==> config.mk <==
export PLATFORM = sky130hd
export DESIGN_NAME = apb_rr_arbiter_flat
export DESIGN_NICKNAME = d
export VERILOG_FILES = /design/src/rtl/apb_rr_arbiter_pkg.sv /design/src/rtl/apb_rr_arbiter_if.sv /design/src/rtl/apb_rr_arbiter_rr_pick.sv /design/src/rtl/apb_rr_arbiter.sv /design/src/flat_wrapper.sv
export SDC_FILE = /design/constraint.sdc
export NUM_CORES = 1
export LEC_CHECK = 0
export CAP_MARGIN = 0
export CORE_MARGIN = 2
export CORE_UTILIZATION = 42
export CTS_CLUSTER_SIZE = 12
export DETAILED_ROUTE_END_ITERATION = 6
export PLACE_DENSITY_LB_ADDON = 0.3
export SYNTH_ARGS = -nofsm -noshare
export SYNTH_HDL_FRONTEND = slang
export SYNTH_SLANG_ARGS = --single-unit
==> constraint.sdc <==
create_clock -name pclk -period 5.77 [get_ports pclk]
set_clock_uncertainty 0.1 [all_clocks]
set_input_delay 1.154 -clock pclk [delete_from_list [all_inputs] [get_ports pclk]]
set_output_delay 1.154 -clock pclk [all_outputs]
set_load 0.05 [all_outputs]
==> src/rtl/apb_rr_arbiter_pkg.sv <==
// Shared constants for the round-robin APB arbiter: FSM encodings and APB field widths.
package apb_arb_pkg;

  localparam logic [1:0] IDLE   = 2'd0;
  localparam logic [1:0] SETUP  = 2'd1;
  localparam logic [1:0] ACCESS = 2'd2;
  localparam logic [1:0] DONE   = 2'd3;

  localparam int APB_AW = 32;
  localparam int APB_DW = 32;
  localparam int APB_SW = 4;

endpackage

==> src/rtl/apb_rr_arbiter_if.sv <==
// Bundle of the NUM_REQ upstream requester ports, the shared downstream completer port and the grant vector.
interface apb_rr_arbiter_if #(parameter int NUM_REQ = 2);
  import apb_arb_pkg::*;

  logic [NUM_REQ-1:0]        psel_i;
  logic [NUM_REQ-1:0]        penable_i;
  logic [NUM_REQ-1:0]        pwrite_i;
  logic [APB_SW*NUM_REQ-1:0] pstrb_i;
  logic [APB_AW*NUM_REQ-1:0] paddr_i;
  logic [APB_DW*NUM_REQ-1:0] pwdata_i;
  logic [APB_DW*NUM_REQ-1:0] prdata_o;
  logic [NUM_REQ-1:0]        pready_o;

  logic                      psel_o;
  logic                      penable_o;
  logic                      pwrite_o;
  logic [APB_SW-1:0]         pstrb_o;
  logic [APB_AW-1:0]         paddr_o;
  logic [APB_DW-1:0]         pwdata_o;
  logic [APB_DW-1:0]         prdata_i;
  logic                      pready_i;

  logic [NUM_REQ-1:0]        grant_o;

  modport slave (
    input  psel_i, penable_i, pwrite_i, pstrb_i, paddr_i, pwdata_i, prdata_i, pready_i,
    output prdata_o, pready_o, psel_o, penable_o, pwrite_o, pstrb_o, paddr_o, pwdata_o, grant_o
  );

  modport master (
    output psel_i, penable_i, pwrite_i, pstrb_i, paddr_i, pwdata_i, prdata_i, pready_i,
    input  prdata_o, pready_o, psel_o, penable_o, pwrite_o, pstrb_o, paddr_o, pwdata_o, grant_o
  );

endinterface

==> src/rtl/apb_rr_arbiter_rr_pick.sv <==
// Combinational round-robin picker: first set request found searching upward from last+1, wrapping.
module rr_pick #(
  parameter int NUM_REQ = 2,
  parameter int IDX_W   = $clog2(NUM_REQ)
) (
  input  logic [NUM_REQ-1:0] req,
  input  logic [IDX_W-1:0]   last,
  output logic [IDX_W-1:0]   gnt_idx,
  output logic               any
);

  logic [IDX_W-1:0] cand_s;

  // Offsets are walked farthest-first so the nearest request after last overwrites the result.
  always_comb begin
    gnt_idx = '0;
    any     = 1'b0;
    cand_s  = '0;
    for (int i = NUM_REQ; i >= 1; i--) begin
      cand_s = IDX_W'((int'(last) + i) % NUM_REQ);
      if (req[cand_s]) begin
        gnt_idx = cand_s;
        any     = 1'b1;
      end else begin
        gnt_idx = gnt_idx;
      end
    end
  end

endmodule

==> src/rtl/apb_rr_arbiter.sv <==
// Round-robin arbiter sharing one registered APB completer port among NUM_REQ requesters, one transfer per grant.
module apb_rr_arbiter
  import apb_arb_pkg::*;
#(
  parameter int NUM_REQ = 2
) (
  input  logic             pclk,
  input  logic             preset,
  apb_rr_arbiter_if.slave  bus
);

  localparam int IDX_W = $clog2(NUM_REQ);

  logic [1:0]         state_r;
  logic [IDX_W-1:0]   win_r;
  logic [IDX_W-1:0]   last_r;
  logic [IDX_W-1:0]   pick_s;
  logic               any_s;
  logic [NUM_REQ-1:0] req_s;
  logic [NUM_REQ-1:0] pick_oh_s;
  logic [APB_AW-1:0]  sel_addr_s;
  logic [APB_DW-1:0]  sel_wdata_s;
  logic [APB_SW-1:0]  sel_strb_s;
  logic               sel_write_s;

  // Only requesters already in their ACCESS phase compete, so their attributes are stable.
  assign req_s = bus.psel_i & bus.penable_i;

  rr_pick #(.NUM_REQ(NUM_REQ), .IDX_W(IDX_W)) u_pick (
    .req     (req_s),
    .last    (last_r),
    .gnt_idx (pick_s),
    .any     (any_s)
  );

  // Select the picked requester's attributes and one-hot grant.
  always_comb begin
    pick_oh_s   = '0;
    sel_addr_s  = '0;
    sel_wdata_s = '0;
    sel_strb_s  = '0;
    sel_write_s = 1'b0;
    for (int k = 0; k < NUM_REQ; k++) begin
      if (pick_s == IDX_W'(k)) begin
        pick_oh_s[k] = 1'b1;
        sel_addr_s   = bus.paddr_i[k*APB_AW +: APB_AW];
        sel_wdata_s  = bus.pwdata_i[k*APB_DW +: APB_DW];
        sel_strb_s   = bus.pstrb_i[k*APB_SW +: APB_SW];
        sel_write_s  = bus.pwrite_i[k];
      end else begin
        pick_oh_s[k] = 1'b0;
      end
    end
  end

  // Transfer FSM with registered downstream port and per-requester response return.
  always_ff @(posedge pclk) begin
    if (preset) begin
      state_r       <= IDLE;
      win_r         <= '0;
      last_r        <= IDX_W'(NUM_REQ - 1);
      bus.psel_o    <= 1'b0;
      bus.penable_o <= 1'b0;
      bus.pwrite_o  <= 1'b0;
      bus.pstrb_o   <= '0;
      bus.paddr_o   <= '0;
      bus.pwdata_o  <= '0;
      bus.grant_o   <= '0;
      bus.pready_o  <= '0;
      bus.prdata_o  <= '0;
    end else begin
      case (state_r)
        IDLE: begin
          if (any_s) begin
            win_r        <= pick_s;
            bus.paddr_o  <= sel_addr_s;
            bus.pwdata_o <= sel_wdata_s;
            bus.pstrb_o  <= sel_strb_s;
            bus.pwrite_o <= sel_write_s;
            bus.grant_o  <= pick_oh_s;
            bus.psel_o   <= 1'b1;
            state_r      <= SETUP;
          end
        end
        SETUP: begin
          bus.penable_o <= 1'b1;
          state_r       <= ACCESS;
        end
        ACCESS: begin
          if (bus.pready_i) begin
            for (int k = 0; k < NUM_REQ; k++) begin
              if (win_r == IDX_W'(k)) begin
                bus.prdata_o[k*APB_DW +: APB_DW] <= bus.prdata_i;
                bus.pready_o[k]                  <= 1'b1;
              end
            end
            bus.psel_o    <= 1'b0;
            bus.penable_o <= 1'b0;
            last_r        <= win_r;
            state_r       <= DONE;
          end
        end
        // Requests seen here wait for IDLE, which guarantees an idle bus cycle between transfers.
        DONE: begin
          bus.pready_o <= '0;
          bus.grant_o  <= '0;
          state_r      <= IDLE;
        end
        default: begin
          state_r <= IDLE;
        end
      endcase
    end
  end

endmodule

==> src/flat_wrapper.sv <==
// flat-port wrapper written by rule: the top's interface ports become plain ports
module apb_rr_arbiter_flat import apb_arb_pkg::*;
#(
  parameter int NUM_REQ = 2
)
  (pclk, preset, bus_psel_i, bus_penable_i, bus_pwrite_i, bus_pstrb_i, bus_paddr_i, bus_pwdata_i, bus_prdata_i, bus_pready_i, bus_prdata_o, bus_pready_o, bus_psel_o, bus_penable_o, bus_pwrite_o, bus_pstrb_o, bus_paddr_o, bus_pwdata_o, bus_grant_o);
  apb_rr_arbiter_if #(.NUM_REQ(NUM_REQ)) bus_i ();
  input  logic pclk;
  input  logic preset;
  input wire logic [$bits(bus_i.psel_i)-1:0] bus_psel_i;
  input wire logic [$bits(bus_i.penable_i)-1:0] bus_penable_i;
  input wire logic [$bits(bus_i.pwrite_i)-1:0] bus_pwrite_i;
  input wire logic [$bits(bus_i.pstrb_i)-1:0] bus_pstrb_i;
  input wire logic [$bits(bus_i.paddr_i)-1:0] bus_paddr_i;
  input wire logic [$bits(bus_i.pwdata_i)-1:0] bus_pwdata_i;
  input wire logic [$bits(bus_i.prdata_i)-1:0] bus_prdata_i;
  input wire logic [$bits(bus_i.pready_i)-1:0] bus_pready_i;
  output wire logic [$bits(bus_i.prdata_o)-1:0] bus_prdata_o;
  output wire logic [$bits(bus_i.pready_o)-1:0] bus_pready_o;
  output wire logic [$bits(bus_i.psel_o)-1:0] bus_psel_o;
  output wire logic [$bits(bus_i.penable_o)-1:0] bus_penable_o;
  output wire logic [$bits(bus_i.pwrite_o)-1:0] bus_pwrite_o;
  output wire logic [$bits(bus_i.pstrb_o)-1:0] bus_pstrb_o;
  output wire logic [$bits(bus_i.paddr_o)-1:0] bus_paddr_o;
  output wire logic [$bits(bus_i.pwdata_o)-1:0] bus_pwdata_o;
  output wire logic [$bits(bus_i.grant_o)-1:0] bus_grant_o;
  assign bus_i.psel_i = bus_psel_i;
  assign bus_i.penable_i = bus_penable_i;
  assign bus_i.pwrite_i = bus_pwrite_i;
  assign bus_i.pstrb_i = bus_pstrb_i;
  assign bus_i.paddr_i = bus_paddr_i;
  assign bus_i.pwdata_i = bus_pwdata_i;
  assign bus_i.prdata_i = bus_prdata_i;
  assign bus_i.pready_i = bus_pready_i;
  assign bus_prdata_o = bus_i.prdata_o;
  assign bus_pready_o = bus_i.pready_o;
  assign bus_psel_o = bus_i.psel_o;
  assign bus_penable_o = bus_i.penable_o;
  assign bus_pwrite_o = bus_i.pwrite_o;
  assign bus_pstrb_o = bus_i.pstrb_o;
  assign bus_paddr_o = bus_i.paddr_o;
  assign bus_pwdata_o = bus_i.pwdata_o;
  assign bus_grant_o = bus_i.grant_o;
  apb_rr_arbiter #(.NUM_REQ(NUM_REQ)) u_core (.pclk(pclk), .preset(preset), .bus(bus_i));
endmodule
==> impl_metrics.toml <==
[outcome]
run_status = "complete, no violations"

[clock_tree]
cts_buffers = 17
clk_pin_slew_ns = 0.06
cts_setup_buffers = 0
clk_latency_ns = 0.43
clockBufferDepth = 2
cts_sinks = 143
ctsHoldBuffers = 0
htreeDepth = 4
tritoncts = "done"
ctsResizeCount = 0
root_buffer = "clkbuf_16"

[synth]
synth_nets = 838
syn_area_per_cell_um2 = 8.91
synth_area_leader_cell = "dfxtp_1"
synth_xor_area_share_pct = 0
synth_mux_area_share_pct = 0.171
synth_cell_types = 30
syn_area_um2 = 5850
netlist_instances = 656
synth_top_family_by_area = "compound AO/OA/AOI/OAI gates"
synth-simple-area-share_pct = 10.4
netlist.area_leader.share_pct = 49.0
synth-compound-area-share_pct = 28.4
ys_seq_area_share_pct = 49.0
ys_ff_latch = 143
ys_top_cells_by_area = "dfxtp_1 49%, a221o_1 12%, a211oi_1 9.2%"
yosysWarnings = 0
synth-edff-count = 0
async_flop_share_pct = 0
synthAdderAreaFrac_pct = 1.07
synth_flop_cell = "dfxtp_1"

[floorplanning]
io_pins = 316
coreArea_um2 = 13700
die_w_um = 122
initial_core_util_pct = 42.6
die_y_um = 122
rows = 43
fp.dieArea_um2 = 14900

[routing]
vias = 6033
first_pass_iters = 5
drt_iter0_drc = 462
wl_per_cell_um = 18.5
viasPerCell = 5.34
final_antenna_net_count = 0
routed_wl_um = 20900
drc = 0

[sta]
max_freq_mhz = 311
rsz0062_at_grt = "false"
maxSlewViolCount = 0
hold_slack_ns = 0.352
hold_violations = 0
fin_tns_setup_ns = 0
max-slew-margin-rel_pct = 28.4
post-route-min-period_ns = 3.22
setup-violations-final = 0
tightest_slew_ns = 1.07
fin_ws_ns = 2.55
fin_crit_sh_pct = 55.8

[global_routing]
grt_pass1_vias = 5708
grt_max_degree = 102
grtUsageTotal_pct = 27.3
grt_pass1_wl_um = 31200
grt_overflow_total = 0
grt_antenna_before_repair = 4

[final_layout]
fill_cells = 1056
drive_gt1_share_pct = 4.96
final_cells = 1130
final_nets = 1116
syn_to_final_growth_pct = 62.8
post-route-util_pct = 69.4

[placement]
placed_cells = 1095
place_congestion = 0.828
preCtsSetupSlack_ns = 2.17
hpwl_um = 13900
portBuffers = 315

[worst_setup_path]
worst-endpoint-required_ns = 5.98
r2r_setup_slack_ns = 3.24
rr_worst_depth = 6
worstSetupStartpointType = "input pin"
r2r-end = "u_core.bus.pstrb_o[3]"
path_max_fanout = 42
endpoint_kind = "flop"
critical_path_class = "in -> reg"
crit_arrival_ns = 3.43
r2r_start = "u_core.state_r[0]"

[min_path]
hp-class = "reg -> reg"
min_to = "u_core.bus.prdata_o[44]"
hold_path_startpoint = "u_core.bus.prdata_o[44]"
hold_depth = 2

[run]
maxCapViolCount = 0

[power]
peakVddDrop_mv = 0.250
p_leak_nw = 3.30
powerDensity_nw_per_um2 = 379
[report_power, final]
| group | internal (mW) | switching (mW) | total (mW) |
|---|---|---|---|
| Sequential | 1.13 | 0.0784 | 1.21 |
| Clock | 0.641 | 0.462 | 1.10 |
| Combinational | 0.464 | 0.836 | 1.30 |
| Total | 2.23 | 1.38 | 3.61 |
[placed cells by master (no fill, tap or decap), drive strengths merged, types with 3 or more instances in the layout]
cell type      count
o2bb2ai            3
clkinvlp           5
a221o             69
nand2b             4
nand3              3
dfxtp            143
clkdlybuf4s50    314
clkinv             3
nor2               4
nand2            132
ha                 5
clkbuf            17
inv               79
buf                9
a21oi             69
a211oi            72
diode              3
[metal layers]
layer	track usage (%)	vias to the layer above	wire length, um
met5	0	-	11
met4	13.8	2	779
met3	11.5	48	2100
met2	44.2	259	9900
met1	30.9	2838	8070
li1	-	2886	-
[per-stage QoR]
step	total power [mW]	instance area, um2
after global placement	2.51	8920
after CTS	3.62	9510
after floorplan	2.05	5850
after detailed placement	2.52	8920
final	3.61	9520
after global routing	3.75	9520
[logic make-up after synthesis]
group	Yosys count
buffers and inverters	138
adders and majority gates	5
AOI/OAI and AO/OA	219
and+or+nand+nor	150
DFF	143
muxes	1
[layout make-up]
cell class | count | area (um2) | area share, %
tap | 180 | 225 | 2.37
multi-input combinational | 375 | 2350 | 24.7
timing repair buffer | 323 | 3210 | 33.7
inverter | 74 | 278 | 2.92
clock buffer | 17 | 425 | 4.47
antenna | 3 | 7.51 | 0.0789
clock inverter | 15 | 160 | 1.68
sequential | 143 | 2860 | 30.1
[worst max-delay path, cell delays in order]
cell             delay [ns]
clkdlybuf4s50_1        0.55
a22o_2                 0.73
buf_4                  0.47
a211oi_1               0.16
a221o_1                0.33
[registers in the layout (all words and copies together) (netlist names)]
| signal | count |
|---|---|
| u_core.bus.prdata_o | 64 |
| u_core.bus.paddr_o | 32 |
| u_core.bus.pwdata_o | 32 |
| u_core.bus.pstrb_o | 4 |
| u_core.bus.grant_o | 2 |
| u_core.bus.pready_o | 2 |
| u_core.state_r | 2 |
| u_core.bus.penable_o | 1 |
| u_core.bus.psel_o | 1 |
| u_core.bus.pwrite_o | 1 |
| u_core.last_r | 1 |
| u_core.win_r | 1 |
[cell usage after synthesis, types with 2 or more instances]
cell	number
buf_8	7
a22oi_1	2
a211oi_1	72
buf_2	27
a221o_1	69
o2bb2ai_1	3
nand3_1	3
dfxtp_1	143
inv_1	74
clkbuf_1	27
nand2b_1	4
nor2_1	4
a21oi_1	69
nand2_1	132
ha_1	5
[how the worst max path moves through the flow]
stage | startpoint | to | depth (start not counted)
after floorplan | preset | u_core.bus.pwdata_o[22] | 6
after global placement | bus_penable_i[0] | u_core.bus.pstrb_o[0] | 5
after detailed placement | bus_psel_i[1] | u_core.bus.paddr_o[30] | 5
after CTS | bus_penable_i[1] | u_core.bus.paddr_o[30] | 5
after global routing | bus_psel_i[0] | u_core.bus.paddr_o[30] | 5
final | bus_penable_i[1] | u_core.bus.paddr_o[30] | 5
Note: power is estimated with default switching activity, not from simulation.
